$ cat config.mk
export PLATFORM = sky130hd
export DESIGN_NAME = dac_i2s_transmitter
export DESIGN_NICKNAME = d
export VERILOG_FILES = /design/src/rtl/dac_i2s_transmitter.sv
export SDC_FILE = /design/constraint.sdc
export NUM_CORES = 1
export LEC_CHECK = 0
export ABC_AREA = 1
export CAP_MARGIN = 20
export CORE_MARGIN = 10
export CORE_UTILIZATION = 50
export CTS_CLUSTER_DIAMETER = 200
export DETAILED_ROUTE_END_ITERATION = 16
export HOLD_SLACK_MARGIN = 0.08
export PLACE_DENSITY_LB_ADDON = 0.1
export SYNTH_ARGS = -nofsm -noshare
export SYNTH_HDL_FRONTEND = slang
export SYNTH_SLANG_ARGS = --single-unit
$ cat constraint.sdc
create_clock -name clk -period 7.7 [get_ports clk]
set_clock_uncertainty 0.1 [all_clocks]
set_input_delay 1.155 -clock clk [delete_from_list [all_inputs] [get_ports clk]]
set_output_delay 1.155 -clock clk [all_outputs]
set_load 0.03 [all_outputs]
$ cat src/rtl/dac_i2s_transmitter.sv
`timescale 1ns/1ps
`default_nettype none
// ============================================================================
//  Module      : dac_i2s_transmitter
//  Description : Serializes one stereo pair of signed PCM samples per frame
//                into an I2S (or left-justified) stream for an audio DAC.
//                Runs directly on the bit clock; all state moves on the
//                falling edge so the DAC can sample sd on the rising edge.
//  Revision    : 1.0 - initial release
// ============================================================================
module dac_i2s_transmitter #(
    parameter int WIDTH     = 24,   // bits per channel sample, 8..32
    parameter int I2S_DELAY = 1     // 1 = standard I2S, 0 = left-justified
) (
    input  logic             clk,
    input  logic             rst,
    input  logic             enable,
    input  logic [WIDTH-1:0] left_data,
    input  logic [WIDTH-1:0] right_data,
    output logic             sclk,
    output logic             lrclk,
    output logic             sd
);

    // ------------------------------------------------------------------------
    // Frame geometry
    // ------------------------------------------------------------------------
    localparam int              c_frame_len = 2 * WIDTH;
    localparam int              c_cnt_w     = $clog2(c_frame_len);
    localparam int              c_pair_w    = 2 * WIDTH;
    localparam logic [c_cnt_w-1:0] c_cnt_last  = c_cnt_w'(c_frame_len - 1);
    localparam logic [c_cnt_w-1:0] c_half      = c_cnt_w'(WIDTH);
    // Slot in which the left MSB is driven: one bit after the LR edge for
    // I2S, coincident with it for left-justified.
    localparam logic [c_cnt_w-1:0] c_load_slot = c_cnt_w'((I2S_DELAY != 0) ? 1 : 0);

    // ------------------------------------------------------------------------
    // State
    // ------------------------------------------------------------------------
    logic                 r_en_q;       // enable as seen on the falling edge
    logic                 r_run;        // a frame has been started since reset
    logic [c_cnt_w-1:0]   r_cnt;        // current bit slot within the frame
    logic                 r_lrclk;
    logic                 r_sd;
    logic [WIDTH-1:0]     r_left_sh;    // pair captured at slot 0
    logic [WIDTH-1:0]     r_right_sh;
    logic [c_pair_w-1:0]  r_shift;      // {left, right}, MSB goes out first

    logic [c_cnt_w-1:0]   w_cnt_next;
    logic                 w_capture;
    logic                 w_load;
    logic                 w_lrclk_next;
    logic [c_pair_w-1:0]  w_load_pair;

    // ------------------------------------------------------------------------
    // Source of the word loaded into the shift register.
    // With the one-bit delay the load happens one slot after the capture, so
    // it takes the shadow copy; left-justified loads in the capture edge
    // itself and therefore takes the ports directly.
    // ------------------------------------------------------------------------
    generate
        if (I2S_DELAY != 0) begin : g_src_shadow
            assign w_load_pair = {r_left_sh, r_right_sh};
        end else begin : g_src_direct
            assign w_load_pair = {left_data, right_data};
        end
    endgenerate

    // Next slot number and the per-slot decisions derived from it.
    // The first enabled edge after reset lands on slot 0 rather than 1.
    always_comb begin
        w_cnt_next   = '0;
        w_capture    = 1'b0;
        w_load       = 1'b0;
        w_lrclk_next = 1'b0;
        if (r_run && (r_cnt != c_cnt_last)) begin
            w_cnt_next = r_cnt + c_cnt_w'(1);
        end
        w_capture    = (w_cnt_next == '0);
        w_load       = (w_cnt_next == c_load_slot);
        w_lrclk_next = (w_cnt_next >= c_half);
    end

    // Register enable on the falling edge so the gated sclk cannot glitch.
    always_ff @(negedge clk or posedge rst) begin
        if (rst) begin
            r_en_q <= 1'b0;
        end else begin
            r_en_q <= enable;
        end
    end

    // Slot counter and channel select; both freeze while enable is low.
    always_ff @(negedge clk or posedge rst) begin
        if (rst) begin
            r_run   <= 1'b0;
            r_cnt   <= '0;
            r_lrclk <= 1'b0;
        end else if (enable) begin
            r_run   <= 1'b1;
            r_cnt   <= w_cnt_next;
            r_lrclk <= w_lrclk_next;
        end
    end

    // Capture both channels together at the start of each frame so that
    // later input changes cannot tear the pair in flight.
    always_ff @(negedge clk or posedge rst) begin
        if (rst) begin
            r_left_sh  <= '0;
            r_right_sh <= '0;
        end else if (enable && w_capture) begin
            r_left_sh  <= left_data;
            r_right_sh <= right_data;
        end
    end

    // Serializer: load the pair in the left-MSB slot, otherwise shift.
    // With the one-bit delay the right LSB is still in the top bit during
    // slot 0 of the next frame, which is exactly where it must appear.
    always_ff @(negedge clk or posedge rst) begin
        if (rst) begin
            r_shift <= '0;
            r_sd    <= 1'b0;
        end else if (enable) begin
            if (w_load) begin
                r_sd    <= w_load_pair[c_pair_w-1];
                r_shift <= {w_load_pair[c_pair_w-2:0], 1'b0};
            end else begin
                r_sd    <= r_shift[c_pair_w-1];
                r_shift <= {r_shift[c_pair_w-2:0], 1'b0};
            end
        end
    end

    // ------------------------------------------------------------------------
    // Outputs. r_en_q only changes while clk is low, so the AND is clean.
    // ------------------------------------------------------------------------
    assign sclk  = clk & r_en_q;
    assign lrclk = r_lrclk;
    assign sd    = r_sd;

endmodule
`default_nettype wire

==> out/results.ini, run 1 <==
[final_layout]
n_fill_cell=907
antenna_cells=0
fin_util=0.597
drive_above_1_share=0.0489
ff_latch_area_sq_um=2630
multiInputGateArea_sq_um=1860
layout.cells.non_filler=849
nNetsFinal=763
area_growth_pct=15.5

[clocking]
cts_tree=built
cts_hold_buf=0
post_cts_buffers=0
clk_latency_ps=460
cts-resized-gates=0
clkSlewWorstSetupHoldPaths_ps=70

[drt]
finalWirelength_um=10400
routedWlPerCell_um=12.3
final_antenna_net_count=0
vias=4142
dr.pass1.iters=4
drt_iter0_drc=324
drc_errors=0
viasPerCell=4.88

[synth]
synth_edf_count=0
ys_warn_count=0
yosys.area.top_type_share=0.515
synth.distinct_cells=24
synth_nets=732
yosys.area.top_type=dfrtn_1
synthTopCellsByArea=dfrtn_1 52%, nand2_1 19%, nand3_1 14%
netlist_area_sq_um=5100
ys_seq_area_frac=0.515
ys_dominant_reg_cell=dfrtn_1
ys_ff_latch=105
synth_top_cells_by_count=259 x nand2_1, 147 x nand3_1, 105 x dfrtn_1, 104 x inv_1, 15 x buf_2
avgSynthCellArea_sq_um=7.50
yosysMostFrequentCell=nand2_1
syn_inst=680
async_flop_share=1.00

[setup_path]
cp_num_buf_inv=2
cp-start-kind=flop
cp-startpoint=r_en_q$_DFF_NP0_
cp.depth=3
path_cells=nand2_1, inv_1, clkdlybuf4s50_1
critPathMaxStageDelay_ps=660
critPathKind=flop to output pin
cp.arrival_ps=5450
reg2reg_depth=11
critPathTopFamily=buffers and inverters
r2r_start=r_cnt[1]$_DFFE_NP0P_
slowest_stage=clkdlybuf4s50_1
path_max_fanout=1
required_ps=6440
endpoint_kind=output pin

[floorplanning]
die-height_um=121
core.rowCount=36
dieArea_sq_um=14600
die_x_um=121
initial_core_util=0.517
coreArea_sq_um=9860
pin_count=54

[power_and_ir_drop]
ir_worst_vdd_mv=0.331
p_leak_uw=0.00321
p_per_area_nw_per_um2=361

[min_path]
hold-path-cell-count=2
min_from=r_left_sh[1]$_DFFE_NP0P_
hp-class=flop to flop

[global_route]
grt_max_degree=82
grt_pass1_wl_um=18700
grt_pass1_vias=4108
antenna_found_initial=0
gr-total-overflow=0
grt_usage=0.154

[timing]
final-setup-viol-count=0
timing.slew.headroom=0.391
tns_ps=0
worstMarginPinSlew_ps=910
hold_viol_final=0
grt_setup_unrepaired=false
setup_slack_ps=995
slew_viol_final=0

[run_status]
outcome=complete, no violations

[place]
place_inst=830
preCtsSetupSlack_ps=543
port_buffers=53
dpl.hpwl_um=6280
globalplace.congestion=0.769

[flow_run]
cap_violations=0

==> flip-flops by register name, indices dropped and copies added (netlist names) <==
name / count
r_shift: 47
r_left_sh: 24
r_right_sh: 24
r_cnt: 6
lrclk: 1
r_en_q: 1
r_run: 1
sd: 1
==> power by group <==
part	leakage [uW]	total (uW)	switching (uW)	internal, uW
clock	0.000135	410	209	201
sequential	0.00134	949	136	813
combinational	0.00173	764	500	264
==> cell type report <==
cell class,count,area share
flip-flops and latches,105,0.446
multi-input cells,427,0.316
repair buffers,58,0.0973
inverters,105,0.0676
clock buffers,15,0.0327
well taps,133,0.0283
clock inverters,6,0.0115
==> stage by stage <==
stage	area [sq um]	hold slack (ps)	power [uW]
after floorplan	5100	302	1570
after global placement	5640	316	1720
after detailed placement	5640	319	1750
after CTS	5890	322	2150
after global routing	5890	342	2340
final	5890	315	2120
==> logic make-up after synthesis <==
| family | share of synthesized area |
|---|---|
| XOR/XNOR | 0.00172 |
| adder cells (fa/ha/maj) | 0.00245 |
| AO/OA/AOI/OAI | 0.0123 |
| flip-flops | 0.515 |
| AND/OR/NAND/NOR | 0.347 |
| buffers and inverters | 0.121 |
==> placed cells by master, fill, tap and decap left out, types with 2 or more instances in the layout <==
| cell | netlist | layout |
|---|---|---|
| nand2_1 | 259 | 257 |
| nand3_1 | 147 | 147 |
| dfrtn_1 | 105 | 105 |
| inv_1 | 104 | 102 |
| clkdlybuf4s50_1 | 0 | 52 |
| clkbuf_8 | 0 | 13 |
| buf_4 | 8 | 5 |
| o21ai_0 | 4 | 4 |
| nand4_1 | 3 | 3 |
| inv_2 | 2 | 3 |
| nor2_1 | 2 | 2 |
| nand2_2 | 0 | 2 |
| clkinvlp_4 | 0 | 2 |
| clkinv_4 | 0 | 2 |
==> worst register-to-register path: stages, from the launching register on <==
cell and delay [ps]:
dfrtn_1 480, ha_1 240, nand3_1 130, nor2_1 140, nor2_2 80, nand2_1 90
nand2_1 60, inv_2 500, buf_4 590, nand2_2 720, nand2_1 250, nand2_1 70
==> worst paths after layout <==
check	to	slack (ps)
max	sclk	990
min reg2reg	r_left_sh[1]$_DFFE_NP0P_	320
min in group asynchronous	r_left_sh[13]$_DFFE_NP0P_	4730
min	r_left_sh[1]$_DFFE_NP0P_	320
max in group asynchronous	r_left_sh[6]$_DFFE_NP0P_	1960
max reg2reg	r_right_sh[20]$_DFFE_NP0P_	4120
==> layer usage <==
metal,part of all wire,vias up,routed length (um),GRT usage
li1,-,2137,-,-
met1,0.49,1918,5080,0.195
met2,0.46,82,4780,0.248
met3,0.049,5,511,0.0489
met4,0.0068,0,71,0.0437
met5,0,-,0,0
(Power assumes the default switching activity.)
==> inputs of run 2 (changes only) <==
- SLEW_MARGIN: default -> 20
- clock period: 7.7 -> 8.7 ns (I/O delays scaled with it)
==> run 2 against run 1 <==
  * Combinational power is 9.7% lower
  * Worst setup slack better by 320 ps
  * Die area stayed put
  * Power is 12% lower
  * First-iteration DRC count is 13% lower
  * Sequential share of layout area is 0.057 points lower
  * Largest cell class unchanged
  * Highest routed layer unchanged
==> out/results.ini, run 2 (synthesis results as in run 1) <==
[run_status]
outcome=complete, no violations

[global_route]
grt_max_degree=76
grt_usage=0.156
grt_pass1_vias=4046
gr-total-overflow=0
antenna_found_initial=0
grt_pass1_wl_um=18700

[clocking]
clk_latency_ps=480
post_cts_buffers=0
clkSlewWorstSetupHoldPaths_ps=70
cts_tree=built
cts_hold_buf=0
cts-resized-gates=0

[power_and_ir_drop]
p_comb_frac=0.369
power.internal_uw=1120
ir_worst_vdd_mv=0.164
p_seq_frac=0.449
p_per_area_nw_per_um2=317
switching_share=0.399
p_leak_uw=0.00322
power_uw=1870
power_frac_clock=0.182
p_sw_uw=745

[floorplanning]
coreArea_sq_um=9860
initial_core_util=0.517
die-height_um=121
core.rowCount=36
dieArea_sq_um=14600
pin_count=54
die_x_um=121

[final_layout]
largest_reg_flops=47
final_cell_mix=257 x nand2_1, 147 x nand3_1, 105 x dfrtn_1
drive_above_1_share=0.0515
area_growth_pct=15.6
antenna_cells=0
final_common_cell=nand2_1
nNetsFinal=765
top_register=r_shift
reg.largest.list=r_shift: 47 flops, r_left_sh: 24 flops, r_right_sh: 24 flops

[drt]
finalWirelength_um=10500
dr.pass1.iters=5
routedWlPerCell_um=12.4
wl_met1_um=5100
drt_iter0_drc=282
met2WireLength_um=4800
viasPerCell=4.85
drc_errors=0
vias=4125
final_antenna_net_count=0
dr_wl_met3_um=528
highest_layer=met4

[setup_path]
reg2reg_slack_ps=5010
cp-start-kind=flop
cp_num_buf_inv=1
cp-startpoint=lrclk$_DFFE_NP0P_
worstSetupEndpoint=lrclk
cp.arrival_ps=5980
reg2reg_depth=11
critPathTopFamily=buffers and inverters
critPathMaxStageDelay_ps=690
path_max_fanout=2
r2r-end=r_left_sh[0]$_DFFE_NP0P_
path_cells=clkdlybuf4s50_1
critPathKind=flop to output pin
cp.depth=1
endpoint_kind=output pin
slowest_stage=clkdlybuf4s50_1
required_ps=7300
r2r_start=r_cnt[0]$_DFFE_NP0P_

[timing]
grt_setup_unrepaired=false
slew_viol_final=0
worstMarginPinSlew_ps=938
tns_ps=0
hold_viol_final=0
timing.slew.headroom=0.373
final-setup-viol-count=0

[flow_run]
cap_violations=0

[min_path]
hp-class=flop to flop

[place]
dpl.hpwl_um=6530
globalplace.congestion=0.772
port_buffers=53

-- run 2: cell count changes in the layout (fill, tap and decap cells not counted), sizes merged --
cell | previous run | this run
inv | 106 | 105
clkbuf | 14 | 15
buf | 7 | 9
bufinv | 1 | 0
clkinv | 2 | 4
clkinvlp | 2 | 1
-- run 2: per-layer routing --
layer  up-vias  GRT usage
met1      1908      0.194
met3         9     0.0605
met5         -          0
met2        74      0.246
met4         0     0.0460
li1       2134          -
-- run 2: power groups by stage --
stage | Sequential [uW] | Clock, uW | Combinational, uW
2_1_floorplan | 822 | 7.34 | 561
3_5_place_dp | 844 | 11.9 | 689
4_1_cts | 839 | 351 | 691
5_1_grt | 870 | 375 | 811
3_3_place_gp | 840 | 11.9 | 669
6_report | 838 | 340 | 690
-- run 2: worst register-to-register path, cell delays in order (launching register included) --
cell,delay (ps)
dfrtn_1,500
ha_1,240
nand3_1,140
nor2_1,150
nor2_2,90
nand2_1,90
nand2_1,70
inv_2,560
buf_4,570
nand2_2,710
nand2_1,250
nand2_1,60
-- run 2: stage by stage --
| stage | setup slack [ps] | std cells | hold WS [ps] | util | instance area (sq um) |
|---|---|---|---|---|---|
| 4_1_cts | 1300 | 850 | 321 | 0.595 | 5870 |
| 2_1_floorplan | 320 | 680 | 302 | - | 5100 |
| 3_5_place_dp | 1090 | 831 | 319 | 0.571 | 5630 |
| 5_1_grt | 1260 | 851 | 334 | 0.598 | 5890 |
| 6_report | 1320 | 851 | 317 | 0.598 | 5890 |
| 3_3_place_gp | 1180 | 831 | 315 | 0.571 | 5630 |
-- run 2: worst min-delay path by stage --
stage                                           from                          to  slack [ps]  depth (start not counted)
after global placement    r_right_sh[13]$_DFFE_NP0P_  r_right_sh[13]$_DFFE_NP0P_         320                          2
after CTS                  r_left_sh[10]$_DFFE_NP0P_   r_left_sh[10]$_DFFE_NP0P_         320                          2
after global routing      r_right_sh[12]$_DFFE_NP0P_  r_right_sh[12]$_DFFE_NP0P_         330                          2
after detailed placement   r_left_sh[13]$_DFFE_NP0P_   r_left_sh[13]$_DFFE_NP0P_         320                          2
after floorplan             r_left_sh[0]$_DFFE_NP0P_    r_left_sh[0]$_DFFE_NP0P_         300                          2
final                     r_right_sh[13]$_DFFE_NP0P_  r_right_sh[13]$_DFFE_NP0P_         320                          2
-- run 2: area by class of cell --
| type | instances | area, sq um |
|---|---|---|
| clock buffers | 16 | 216 |
| well taps | 133 | 166 |
| flip-flops and latches | 105 | 2630 |
| repair buffers | 60 | 596 |
| multi-input cells | 427 | 1860 |
| fillers | 949 | 3970 |
| clock inverters | 5 | 30.0 |
| inverters | 105 | 397 |
==> inputs of run 3 (changes only) <==
- clock period: 8.7 -> 7.1 ns (I/O delays scaled with it)
==> run 3 against run 2 <==
  * Worst setup slack worse by 550 ps
  * Worst hold slack worse by 1.2 ps
  * Final cell count shrank 0.24%
  * First-iteration DRC count grew 19%
  * Clock-buffer cell count unchanged
  * Power grew 23%
  * Routed wire length rose by 1.3%
  * Register-to-register slack got worse by 1300 ps
  * Combinational power increased by 23%
  * Critical path type unchanged
  * Critical endpoint is now sclk
==> out/results.ini, run 3 (synthesis results as in run 1) <==
[clocking]
clkSlewWorstSetupHoldPaths_ps=60
post_cts_buffers=0
cts_hold_buf=0
clk_latency_ps=460
cts-resized-gates=0
cts_tree=built

[floorplanning]
die_x_um=121
coreArea_sq_um=9860
dieArea_sq_um=14600
initial_core_util=0.517
pin_count=54
core.rowCount=36
die-height_um=121

[power_and_ir_drop]
p_per_area_nw_per_um2=389
power_uw=2290
ir_worst_vdd_mv=0.273
p_leak_uw=0.00320

[global_route]
antenna_found_initial=0
grt_pass1_vias=4192
gr-total-overflow=0
grt_max_degree=106
grt_pass1_wl_um=19100
grt_usage=0.157

[timing]
timing.slew.headroom=0.333
worstMarginPinSlew_ps=1000
tns_ps=0
slew_viol_final=0
hold_viol_final=0
grt_setup_unrepaired=false
final-setup-viol-count=0

[drt]
finalWirelength_um=10700
drt_iter0_drc=336
vias=4089
viasPerCell=4.82
routedWlPerCell_um=12.6
dr.pass1.iters=4
drc_errors=0
final_antenna_net_count=0

[place]
globalplace.congestion=0.799
dpl.hpwl_um=6250
post_dp_cell_area_sq_um=5670
port_buffers=53

[final_layout]
reg.largest.list=r_shift: 47 flops, r_left_sh: 24 flops, r_right_sh: 24 flops
final_common_cell=nand2_1
area_growth_pct=15.5
top_register=r_shift
nNetsFinal=764
drive_above_1_share=0.0461
antenna_cells=0
final_cell_mix=257 x nand2_1, 147 x nand3_1, 105 x dfrtn_1
final_cell_area_sq_um=5890
largest_reg_flops=47

[min_path]
hp-class=flop to flop
min_from=r_left_sh[9]$_DFFE_NP0P_

[flow_run]
cap_violations=0

[setup_path]
cp-startpoint=r_en_q$_DFF_NP0_
reg2reg_slack_ps=3690
required_ps=5930
reg2reg_depth=11
worstSetupEndpoint=sclk
cp-start-kind=flop
r2r_start=r_cnt[0]$_DFFE_NP0P_
critPathKind=flop to output pin
cp.arrival_ps=5170
path_max_fanout=1
r2r-end=r_right_sh[17]$_DFFE_NP0P_
endpoint_kind=output pin

[run_status]
outcome=complete, no violations

run 3: changes by cell type in the layout (fill, tap and decap cells not counted):
cell	previous run	this run
clkbuf_1	0	3
clkbuf_8	15	12
buf_4	7	5
buf_12	0	1
bufinv_16	0	1
clkinv_1	1	0
clkinv_2	2	1
clkinv_4	1	0
clkinvlp_4	1	2
inv_2	2	3
inv_4	1	0
run 3: final cells by class:
cell class	instances	area [sq um]
multi-input cells	427	1860
clock buffers	16	186
fillers	949	3980
well taps	133	166
repair buffers	59	601
clock inverters	4	46.3
inverters	105	398
flip-flops and latches	105	2630
run 3: worst min-delay path by stage:
stage / end / cells past startpoint
finish: r_left_sh[9]$_DFFE_NP0P_ / 2
global route: r_left_sh[9]$_DFFE_NP0P_ / 2
CTS: r_left_sh[9]$_DFFE_NP0P_ / 2
detailed placement: r_left_sh[9]$_DFFE_NP0P_ / 2
global placement: r_left_sh[2]$_DFFE_NP0P_ / 2
floorplan: r_left_sh[0]$_DFFE_NP0P_ / 2
run 3: power breakdown:
part	total [uW]	leakage [uW]	switching, uW	internal [uW]
sequential	1030	0.00134	145	882
clock	411	0.000122	208	203
combinational	851	0.00174	554	297
run 3: layer usage:
layer	wire length [um]	vias up	global-route usage
met5	0	-	0
met4	95	0	0.0551
met3	399	8	0.0461
met2	5000	54	0.257
met1	5170	1887	0.193
li1	-	2140	-
run 3: worst max-delay path: stages (launching register included):
cell,delay [ps]
dfrtn_1,380
nand2_1,50
inv_1,60
clkdlybuf4s50_1,670
run 3: stage by stage:
| stage | instances | util | setup slack (ps) | hold slack, ps |
|---|---|---|---|---|
| after floorplan | 680 | - | 1230 | 302 |
| after detailed placement | 831 | 0.575 | 878 | 319 |
| after CTS | 849 | 0.597 | 739 | 321 |
| after global routing | 849 | 0.597 | 695 | 340 |
| final | 849 | 0.597 | 766 | 316 |
| after global placement | 830 | 0.572 | 942 | 315 |
